===== config.mk =====
export PLATFORM = sky130hd
export DESIGN_NAME = ps2_key_event_gen_flat
export DESIGN_NICKNAME = d
export VERILOG_FILES = /design/src/rtl/ps2_key_event_gen_pkg.sv /design/src/rtl/ps2_key_event_gen_if.sv /design/src/rtl/ps2_key_event_gen_fifo.sv /design/src/rtl/ps2_key_event_gen.sv /design/src/flat_wrapper.sv
export SDC_FILE = /design/constraint.sdc
export NUM_CORES = 1
export LEC_CHECK = 0
export BUFFER_PORTS_ARGS = -buffer_cell sky130_fd_sc_hd__buf_2
export CAP_MARGIN = 20
export CORE_MARGIN = 1.5
export CORE_UTILIZATION = 35
export DETAILED_ROUTE_END_ITERATION = 12
export PLACE_DENSITY_LB_ADDON = 0.05
export SLEW_MARGIN = 20
export SYNTH_ARGS = -nofsm -noshare
export SYNTH_HDL_FRONTEND = slang
export SYNTH_SLANG_ARGS = --single-unit

===== constraint.sdc =====
create_clock -name clk_sys -period 7.1 [get_ports clk_sys]
set_clock_uncertainty 0.2 [all_clocks]
set_input_delay 0.71 -clock clk_sys [delete_from_list [all_inputs] [get_ports clk_sys]]
set_output_delay 0.71 -clock clk_sys [all_outputs]
set_load 0.1 [all_outputs]

===== src/rtl/ps2_key_event_gen_pkg.sv =====
// Shared byte constants, event word type and parser states for the PS/2 key event generator.
package ps2_key_event_gen_pkg;

  localparam logic [7:0] PS2_E0 = 8'hE0;
  localparam logic [7:0] PS2_F0 = 8'hF0;
  localparam logic [7:0] PS2_E1 = 8'hE1;
  localparam logic [7:0] PS2_AA = 8'hAA;
  localparam logic [7:0] PS2_FA = 8'hFA;
  localparam logic [7:0] PS2_FE = 8'hFE;
  localparam logic [7:0] PS2_EE = 8'hEE;
  localparam logic [7:0] PS2_00 = 8'h00;
  localparam logic [7:0] PS2_FF = 8'hFF;

  typedef struct packed {
    logic       pressed;
    logic       ext;
    logic [7:0] code;
  } ps2_evt_t;

  typedef enum logic [1:0] {
    ST_IDLE,
    ST_EXT,
    ST_BRK,
    ST_PSKIP
  } ps2_state_e;

  // Keyboard replies and status bytes that never describe a key.
  function automatic logic is_reply_byte(input logic [7:0] b);
    return (b == PS2_AA) || (b == PS2_FA) || (b == PS2_FE) ||
           (b == PS2_EE) || (b == PS2_00) || (b == PS2_FF);
  endfunction

endpackage


===== src/rtl/ps2_key_event_gen_if.sv =====
// Byte handshake from the PS/2 serial receiver into the key event generator.
interface ps2_key_event_gen_if;

  logic [7:0] rx_data;
  logic       rx_valid;
  logic       rx_ready;

  modport master (
    output rx_data,
    output rx_valid,
    input  rx_ready
  );

  modport slave (
    input  rx_data,
    input  rx_valid,
    output rx_ready
  );

endinterface


===== src/rtl/ps2_key_event_gen_fifo.sv =====
// Small synchronous FIFO of decoded key events; push and pop may coincide at any level, even full.
module ps2_key_event_gen_fifo
  import ps2_key_event_gen_pkg::*;
#(
  parameter int DEPTH = 4
) (
  input  logic                     clk_sys,
  input  logic                     reset,
  input  logic                     i_push,
  input  ps2_evt_t                 i_data,
  input  logic                     i_pop,
  output ps2_evt_t                 o_data,
  output logic                     o_full,
  output logic                     o_empty,
  output logic [$clog2(DEPTH):0]   o_level
);

  localparam int AW = $clog2(DEPTH);
  localparam logic [AW:0]   LEVEL_ONE  = (AW+1)'(1);
  localparam logic [AW:0]   LEVEL_FULL = (AW+1)'(DEPTH);
  localparam logic [AW-1:0] PTR_ONE    = AW'(1);

  ps2_evt_t        r_mem [DEPTH];
  logic [AW-1:0]   r_wr_ptr;
  logic [AW-1:0]   r_rd_ptr;
  logic [AW:0]     r_level;
  logic            w_do_push;
  logic            w_do_pop;

  assign o_full    = (r_level == LEVEL_FULL);
  assign o_empty   = (r_level == '0);
  assign o_level   = r_level;
  assign o_data    = r_mem[r_rd_ptr];
  assign w_do_pop  = i_pop && !o_empty;
  // A pop in the same cycle frees the slot the push needs.
  assign w_do_push = i_push && (!o_full || w_do_pop);

  always_ff @(posedge clk_sys) begin
    if (w_do_push) begin
      r_mem[r_wr_ptr] <= i_data;
    end
  end

  always_ff @(posedge clk_sys) begin
    if (reset) begin
      r_wr_ptr <= '0;
      r_rd_ptr <= '0;
      r_level  <= '0;
    end else begin
      if (w_do_push) begin
        r_wr_ptr <= r_wr_ptr + PTR_ONE;
      end
      if (w_do_pop) begin
        r_rd_ptr <= r_rd_ptr + PTR_ONE;
      end
      if (w_do_push && !w_do_pop) begin
        r_level <= r_level + LEVEL_ONE;
      end else if (!w_do_push && w_do_pop) begin
        r_level <= r_level - LEVEL_ONE;
      end
    end
  end

endmodule


===== src/rtl/ps2_key_event_gen.sv =====
// Parses PS/2 scan-code bytes into toggle-strobed ps2_key event words, buffered and rate-limited.
module ps2_key_event_gen
  import ps2_key_event_gen_pkg::*;
#(
  parameter int         DEPTH      = 4,
  parameter int         MIN_GAP    = 16,
  parameter int         TIMEOUT    = 65535,
  parameter logic [8:0] PAUSE_CODE = 9'h177
) (
  input  logic                    clk_sys,
  input  logic                    reset,
  ps2_key_event_gen_if.slave      rx,
  output logic [10:0]             ps2_key,
  output logic [$clog2(DEPTH):0]  evt_level
);

  localparam int TO_W  = $clog2(TIMEOUT + 1);
  localparam int GAP_W = $clog2(MIN_GAP);
  localparam logic [TO_W-1:0]  TO_LAST    = TO_W'(TIMEOUT - 1);
  localparam logic [TO_W-1:0]  TO_ONE     = TO_W'(1);
  localparam logic [GAP_W-1:0] GAP_RELOAD = GAP_W'(MIN_GAP - 1);
  localparam logic [GAP_W-1:0] GAP_ONE    = GAP_W'(1);

  ps2_state_e       r_state;
  logic             r_ext;
  logic [2:0]       r_skip_cnt;
  logic [TO_W-1:0]  r_to_cnt;
  logic [GAP_W-1:0] r_gap;
  logic [10:0]      r_ps2_key;

  logic             w_full;
  logic             w_empty;
  logic             w_accept;
  logic             w_push;
  logic             w_pop;
  logic [7:0]       w_byte;
  ps2_evt_t         w_evt;
  ps2_evt_t         w_head;

  assign w_byte      = rx.rx_data;
  assign rx.rx_ready = !reset && !w_full;
  assign w_accept    = rx.rx_valid && rx.rx_ready;
  assign w_pop       = !w_empty && (r_gap == '0);
  assign ps2_key     = r_ps2_key;

  // Decide whether the byte being accepted completes a key event.
  always_comb begin
    w_push = 1'b0;
    w_evt  = '0;
    if (w_accept) begin
      case (r_state)
        ST_IDLE: begin
          if (w_byte != PS2_E0 && w_byte != PS2_F0 && w_byte != PS2_E1 &&
              !is_reply_byte(w_byte)) begin
            w_push = 1'b1;
            w_evt  = '{pressed: 1'b1, ext: 1'b0, code: w_byte};
          end
        end
        ST_EXT: begin
          if (w_byte != PS2_E0 && w_byte != PS2_F0 && w_byte != PS2_E1) begin
            w_push = 1'b1;
            w_evt  = '{pressed: 1'b1, ext: 1'b1, code: w_byte};
          end
        end
        ST_BRK: begin
          if (w_byte != PS2_E0 && w_byte != PS2_F0 && w_byte != PS2_E1) begin
            w_push = 1'b1;
            w_evt  = '{pressed: 1'b0, ext: r_ext, code: w_byte};
          end
        end
        ST_PSKIP: begin
          if (r_skip_cnt == 3'd1) begin
            w_push = 1'b1;
            w_evt  = '{pressed: 1'b1, ext: PAUSE_CODE[8], code: PAUSE_CODE[7:0]};
          end
        end
        default: begin
          w_push = 1'b0;
        end
      endcase
    end
  end

  // Parser FSM; a stalled prefix sequence is abandoned after TIMEOUT idle cycles.
  always_ff @(posedge clk_sys) begin
    if (reset) begin
      r_state    <= ST_IDLE;
      r_ext      <= 1'b0;
      r_skip_cnt <= '0;
      r_to_cnt   <= '0;
    end else if (w_accept) begin
      r_to_cnt <= '0;
      case (r_state)
        ST_IDLE: begin
          if (w_byte == PS2_E0) begin
            r_state <= ST_EXT;
          end else if (w_byte == PS2_F0) begin
            r_state <= ST_BRK;
            r_ext   <= 1'b0;
          end else if (w_byte == PS2_E1) begin
            r_state    <= ST_PSKIP;
            r_skip_cnt <= 3'd7;
          end
        end
        ST_EXT: begin
          if (w_byte == PS2_F0) begin
            r_state <= ST_BRK;
            r_ext   <= 1'b1;
          end else if (w_byte == PS2_E1) begin
            r_state    <= ST_PSKIP;
            r_skip_cnt <= 3'd7;
          end else if (w_byte != PS2_E0) begin
            r_state <= ST_IDLE;
          end
        end
        ST_BRK: begin
          r_state <= ST_IDLE;
        end
        ST_PSKIP: begin
          if (r_skip_cnt == 3'd1) begin
            r_state <= ST_IDLE;
          end else begin
            r_skip_cnt <= r_skip_cnt - 3'd1;
          end
        end
        default: begin
          r_state <= ST_IDLE;
        end
      endcase
    end else if (r_state != ST_IDLE) begin
      if (r_to_cnt == TO_LAST) begin
        r_state  <= ST_IDLE;
        r_to_cnt <= '0;
      end else begin
        r_to_cnt <= r_to_cnt + TO_ONE;
      end
    end else begin
      r_to_cnt <= '0;
    end
  end

  // Present one event per pop and hold off the next until MIN_GAP cycles have passed.
  always_ff @(posedge clk_sys) begin
    if (reset) begin
      r_ps2_key <= '0;
      r_gap     <= '0;
    end else if (w_pop) begin
      r_ps2_key <= {~r_ps2_key[10], w_head};
      r_gap     <= GAP_RELOAD;
    end else if (r_gap != '0) begin
      r_gap <= r_gap - GAP_ONE;
    end
  end

  ps2_key_event_gen_fifo #(
    .DEPTH (DEPTH)
  ) u_fifo (
    .clk_sys (clk_sys),
    .reset   (reset),
    .i_push  (w_push),
    .i_data  (w_evt),
    .i_pop   (w_pop),
    .o_data  (w_head),
    .o_full  (w_full),
    .o_empty (w_empty),
    .o_level (evt_level)
  );

endmodule


===== src/flat_wrapper.sv =====
// flat-port wrapper written by rule: the top's interface ports become plain ports
module ps2_key_event_gen_flat import ps2_key_event_gen_pkg::*;
#(
  parameter int         DEPTH      = 4,
  parameter int         MIN_GAP    = 16,
  parameter int         TIMEOUT    = 65535,
  parameter logic [8:0] PAUSE_CODE = 9'h177
)
  (clk_sys, reset, ps2_key, evt_level, rx_rx_data, rx_rx_valid, rx_rx_ready);
  ps2_key_event_gen_if rx_i ();
  input  logic clk_sys;
  input  logic reset;
  output logic [10:0] ps2_key;
  output logic [$clog2(DEPTH):0] evt_level;
  input wire logic [$bits(rx_i.rx_data)-1:0] rx_rx_data;
  input wire logic [$bits(rx_i.rx_valid)-1:0] rx_rx_valid;
  output wire logic [$bits(rx_i.rx_ready)-1:0] rx_rx_ready;
  assign rx_i.rx_data = rx_rx_data;
  assign rx_i.rx_valid = rx_rx_valid;
  assign rx_rx_ready = rx_i.rx_ready;
  ps2_key_event_gen #(.DEPTH(DEPTH), .MIN_GAP(MIN_GAP), .TIMEOUT(TIMEOUT), .PAUSE_CODE(PAUSE_CODE)) u_core (.clk_sys(clk_sys), .reset(reset), .rx(rx_i), .ps2_key(ps2_key), .evt_level(evt_level));
endmodule

* Word level (Yosys, flattened, before mapping) *
Memories as Yosys holds them, arrays and structs flattened. A register that Yosys moved wholly into a read port is not among the register bits.
Index checks and enable logic that the tools add are counted.

word-level totals
  flip-flop bits (word level) = 44
  memories = 1
  input bits = 11
  memory bits (writable) = 40

operators by class
  muxes and demuxes = 37
  equal/unequal tests = 24
  reduce and logical (&&, ||, !) cells = 39
  add/sub/neg operators = 7
  bitwise gates (word level) = 2

memories
  memory               words  bits a word  rd ports  clocked after memory_dff  wr ports  line                          source
  u_core.u_fifo.r_mem  4      10           1         1                         1         ps2_key_event_gen_fifo.sv:23  ps2_evt_t r_mem [DEPTH];

operator list
  operator                                           count
  equality test 8 bit (second input constant)        8
  2-to-1 mux 10 bit                                  4
  one-hot mux 10 bit (4 select lines)                1
  != test 8 bit (second input constant)              3
  2-to-1 mux 2 bit                                   10
  2-to-1 mux 3 bit                                   6
  adder 16 x 1 -> 16 bit (second input constant)     1
  equality test 16 bit (second input constant)       1
  nonzero test 2 bit                                 6
  logical AND 1 bit                                  10
  != test 5 bit (second input constant)              2
  AND reduction 5 bit                                2
  2-to-1 mux 1 bit                                   9
  2-to-1 mux 9 bit                                   1
  one-hot mux 3 bit (3 select lines)                 1
  zero test 8 bit                                    1
  2-to-1 mux 4 bit                                   2
  one-hot mux 2 bit (4 select lines)                 1
  zero test 1 bit                                    6
  logical OR 1 bit                                   6
  subtractor 3 x 1 -> 3 bit (second input constant)  2
  adder 2 x 1 -> 2 bit (second input constant)       2
  equality test 2 bit (second input constant)        2
  zero test 4 bit                                    1
  other kinds (18)                                   21

* Depth between registers and ports, before layout *
  depth after elaboration = 16
  mapped depth = 13

* Cells and area by module *
A second synthesis with hierarchy kept.

second synthesis, totals
  cell total of the unflattened synthesis = 351
  area, all modules = 3900.0 um^2

by module, submodules not included
  module                  cells each  area an instance (um^2)  sequential area each (um^2)  instances
  ps2_key_event_gen       251         1981.9                   740.7                        1
  ps2_key_event_gen_fifo  100         1918.1                   1381.3                       1

* Worst setup path after synthesis *
OpenSTA, ideal clock, no wires.

  path kind = register to output
  start point = register u_core.u_fifo.r_level[0] (netlist: u_core.u_fifo.o_level[0])
  end point = output rx_rx_ready
  path slack = 3667 ps
  buffers on the path = 0
  arrival time = 2523 ps
  stages on the path, launching flop included = 3
  cells stage by stage = dfxtp_1 -> nor3b_1 -> nor2_1

between the ends
  word-level cells in the longest chain between the ends = 3

ends and longest elaborated chain
  what                      line                          source
  start: declaration        ps2_key_event_gen_fifo.sv:26  logic [AW:0] r_level;
  start signal: assignment  ps2_key_event_gen_fifo.sv:57  r_level <= r_level + LEVEL_ONE;
  start signal: assignment  ps2_key_event_gen_fifo.sv:59  r_level <= r_level - LEVEL_ONE;
  equality test 3 bit       ps2_key_event_gen_fifo.sv:30  assign o_full = (r_level == LEVEL_FULL);
  zero test 1 bit           ps2_key_event_gen.sv:41       assign rx.rx_ready = !reset && !w_full;
  logical AND 1 bit         ps2_key_event_gen.sv:41
  end: declaration          flat_wrapper.sv:17            output wire logic [$bits(rx_i.rx_ready)-1:0] rx_rx_ready;

No other way between the ends.

* Final worst setup path *
  start point = register u_core.r_gap[0]
  end point = register u_core.u_fifo.r_level[2] (netlist: u_core.u_fifo.o_level[2])

between the ends
  word-level cells in the longest chain between the ends = 8

ends and longest elaborated chain
  what                                 line                          source
  start: declaration                   ps2_key_event_gen.sv:28       logic [GAP_W-1:0] r_gap;
  start signal: assignment             ps2_key_event_gen.sv:151      r_gap <= r_gap - GAP_ONE;
  zero test 4 bit (*)                  ps2_key_event_gen.sv:43       assign w_pop = !w_empty && (r_gap == '0);
  logical AND 1 bit (*)                ps2_key_event_gen.sv:43
  logical AND 1 bit (*)                ps2_key_event_gen_fifo.sv:34  assign w_do_pop = i_pop && !o_empty;
  logical OR 1 bit                     ps2_key_event_gen_fifo.sv:36  assign w_do_push = i_push && (!o_full || w_do_pop);
  logical AND 1 bit                    ps2_key_event_gen_fifo.sv:36
  zero test 1 bit                      ps2_key_event_gen_fifo.sv:58  end else if (!w_do_push && w_do_pop) begin
  logical AND 1 bit                    ps2_key_event_gen_fifo.sv:58
  nonzero test 2 bit (no source line)  -

Every way passes the cells marked *; elsewhere a longest branch is shown, timed or not.
A chain may end at the register's enable or synchronous reset.

==> impl_metrics.ini <==
[outcome]
outcome = finished clean

[floorplan]
fp.dieW_microns = 108
start_util_pct = 35.9
die_h_microns = 108
core-area_sq_mm = 0.0108
io_pins = 26
die_area_sq_mm = 0.0117
rows = 38

[global_route]
grt_overflow = 0
grt_usage_pct = 14.5
antenna_found_initial = 0
grt_pass1_wl_microns = 12800
grt_pass1_vias = 2497
grt_start_max_net_pins = 31

[sta]
fin_crit_sh_pct = 50.1
drv_slew = 0
finalHoldViolCount = 0
finalSetupViolations = 0
fmax_mhz = 281
fin_setup_tns_ps = 0
finalCriticalPeriod_ps = 3560
slew-limit-headroom_pct = 37.7
rsz0062_at_grt = false
tightest_slew_ps = 933

[synth]
synth_ff_type = dfxtp_1
synth_top_area_share_pct = 30.9
synth-edff-count = 40
yosys.cell_types.count = 50
synth_area_leader_cell = edfxtp_1
avgSynthCellArea_sq_um = 11.1
syn_nets = 378
synth.ff_latch_count = 84
synthTopCellsByArea = edfxtp_1 31%, dfxtp_1 23%, mux4_2 5.8%
synthesis.area_sq_mm = 0.00389
ys_warn_count = 0
synth_most_common_cell = dfxtp_1
yosysSeqAreaShare_pct = 53.6
ys_async_sr_fraction_pct = 0
synth_common_cells = 44 x dfxtp_1, 40 x edfxtp_1, 40 x nor2_1
synthCells = 351

[power_and_ir_drop]
powerDensity_mw_per_mm2 = 331
leakagePower_nw = 1.52
fin_total_pwr_w = 0.00144
vdd_ir_drop_max_uv = 151

[clock_tree]
cts_setup_buffers = 0
clk_pin_slew_worst_paths_ps = 90
cts_root_buf = clkbuf_8
numCtsBuffers = 9
holdBufCountCts = 0
clockBufferDepth = 2
clock_latency_ps = 350
cts_tree = yes
clock-sinks = 84
postCtsResizedCells = 0
ctsHtreeMaxLevel = 3

[layout]
multi_input_area_sq_mm = 0.00170
fill_cells = 1078
nets = 402
insertedDiodeCount = 0
area_growth_pct = 11.7
final_layout_size_suffix_gt1_share_pct = 16.3
regArea_sq_mm = 0.00208

[critical_path]
cpPeakStageDelay_ps = 800
cp.required_ps = 7180
cpLargestDelayFamily = simple AND/OR/NAND/NOR gates
worstPathMaxFanout = 14
cp_slowest_cell = nor2b_1
path_buf_inv = 3
cp-end-kind = flip-flop
critPathArrivalTime_ps = 3640
crit_path_frequent_cell = inv_1
crit_type = reg2reg
cp-start-kind = flip-flop
crit_chain = inv_1, ha_1, nor3b_1, nor2b_1, inv_1, ha_1, inv_1, fa_1, xor2_1, or3_1, a21oi_1

[place]
portBuffers = 25
dp_hpwl_microns = 5520
place.gp.congestion = 0.738

[detailed_routing]
top_layer = met4
wl_met1_microns = 3870
vias = 2570
wl_met3_microns = 243
wl_per_cell_microns = 15.0
first_pass_iters = 4
viasPerCell = 4.94
drt_wl_total_microns = 7790
route.detailed.drc = 0
drtIter0Drc = 119
ant_nets = 0
wl_met2_microns = 3590

[min_path]
hold_path.class = reg2reg

[run]
drv_cap = 0
==> placed cells by master, fill, tap and decap left out, drive strengths merged, types with 11 or more instances in the layout <==
cell type / count
a21oi: 18
and3: 11
buf: 25
dfxtp: 44
edfxtp: 40
ha: 15
inv: 21
nand2: 37
nand3: 11
nor2: 40
nor3: 12
xnor2: 12
==> kinds of logic after synthesis <==
group	after synthesis	synth area share (%)
simple gates	141	18.5
flops	84	53.6
compound gates	45	8.05
buf+inv	30	3.03
xor+xnor	22	4.96
fa+ha+maj	16	5.34
mux	13	6.57
==> registers in the layout (all words and copies together), names as in the netlist, 3 cells and up <==
register               cells
u_core.ps2_key            11
u_core.r_gap               4
u_core.r_to_cnt           16
u_core.u_fifo.r_mem       40
u_core.u_fifo.o_level      3
u_core.r_skip_cnt          3
==> routing by layer <==
| metal | up-vias | track usage (%) |
|---|---|---|
| met4 | 0 | 4.51 |
| li1 | 1305 | - |
| met3 | 7 | 3.68 |
| met1 | 1217 | 19.6 |
| met5 | - | 0 |
| met2 | 41 | 23.0 |
==> worst register-to-register path, cell delays in order, from the launching register on <==
cell and delay (ps):
dfxtp_1 320, inv_1 110, ha_1 150, nor3b_1 320
nor2b_1 800, inv_1 460, ha_1 370, inv_1 70
fa_1 180, xor2_1 70, or3_1 300, a21oi_1 130
==> through the flow <==
stage               setup WS [ps]  cells  utilization, %  hold slack [ps]  area [sq um]
floorplan                    3670    351               -              237          3890
global placement             3550    504            38.2              242          4140
detailed placement           3510    504            38.3              244          4150
CTS                          3460    520            40.1              258          4340
global route                 3220    520            40.1              271          4340
finish                       3540    520            40.1              255          4340
==> final timing paths <==
| path | endpoint | slack, ps | start | cells after the start |
|---|---|---|---|---|
| min | u_core.ps2_key[5]$_SDFFE_PP0P_ | 260 | u_core.ps2_key[5]$_SDFFE_PP0P_ | 2 |
| min reg2reg | u_core.ps2_key[5]$_SDFFE_PP0P_ | 260 | u_core.ps2_key[5]$_SDFFE_PP0P_ | 2 |
| max reg2reg | u_core.u_fifo.o_level[2]$_SDFFE_PP0P_ | 3540 | u_core.r_gap[0]$_SDFFE_PP0P_ | 11 |
| max | u_core.u_fifo.o_level[2]$_SDFFE_PP0P_ | 3540 | u_core.r_gap[0]$_SDFFE_PP0P_ | 11 |
==> power by group <==
part | switching [W] | leakage, nW | total [W] | internal (W)
clock | 0.000182 | 0.0981 | 0.000347 | 0.000165
combinational | 0.000336 | 0.693 | 0.000474 | 0.000138
sequential | 0.0000518 | 0.733 | 0.000615 | 0.000563
==> layout make-up <==
type                       count  share of cell area [%]
timing repair buffer          25                    2.88
clock buffer                   9                    2.85
inverter                      18                    1.56
sequential                    84                    47.9
tap                          140                    4.03
clock inverter                 7                    1.67
multi-input combinational    237                    39.1
Power figures use the tool's default switching activity.
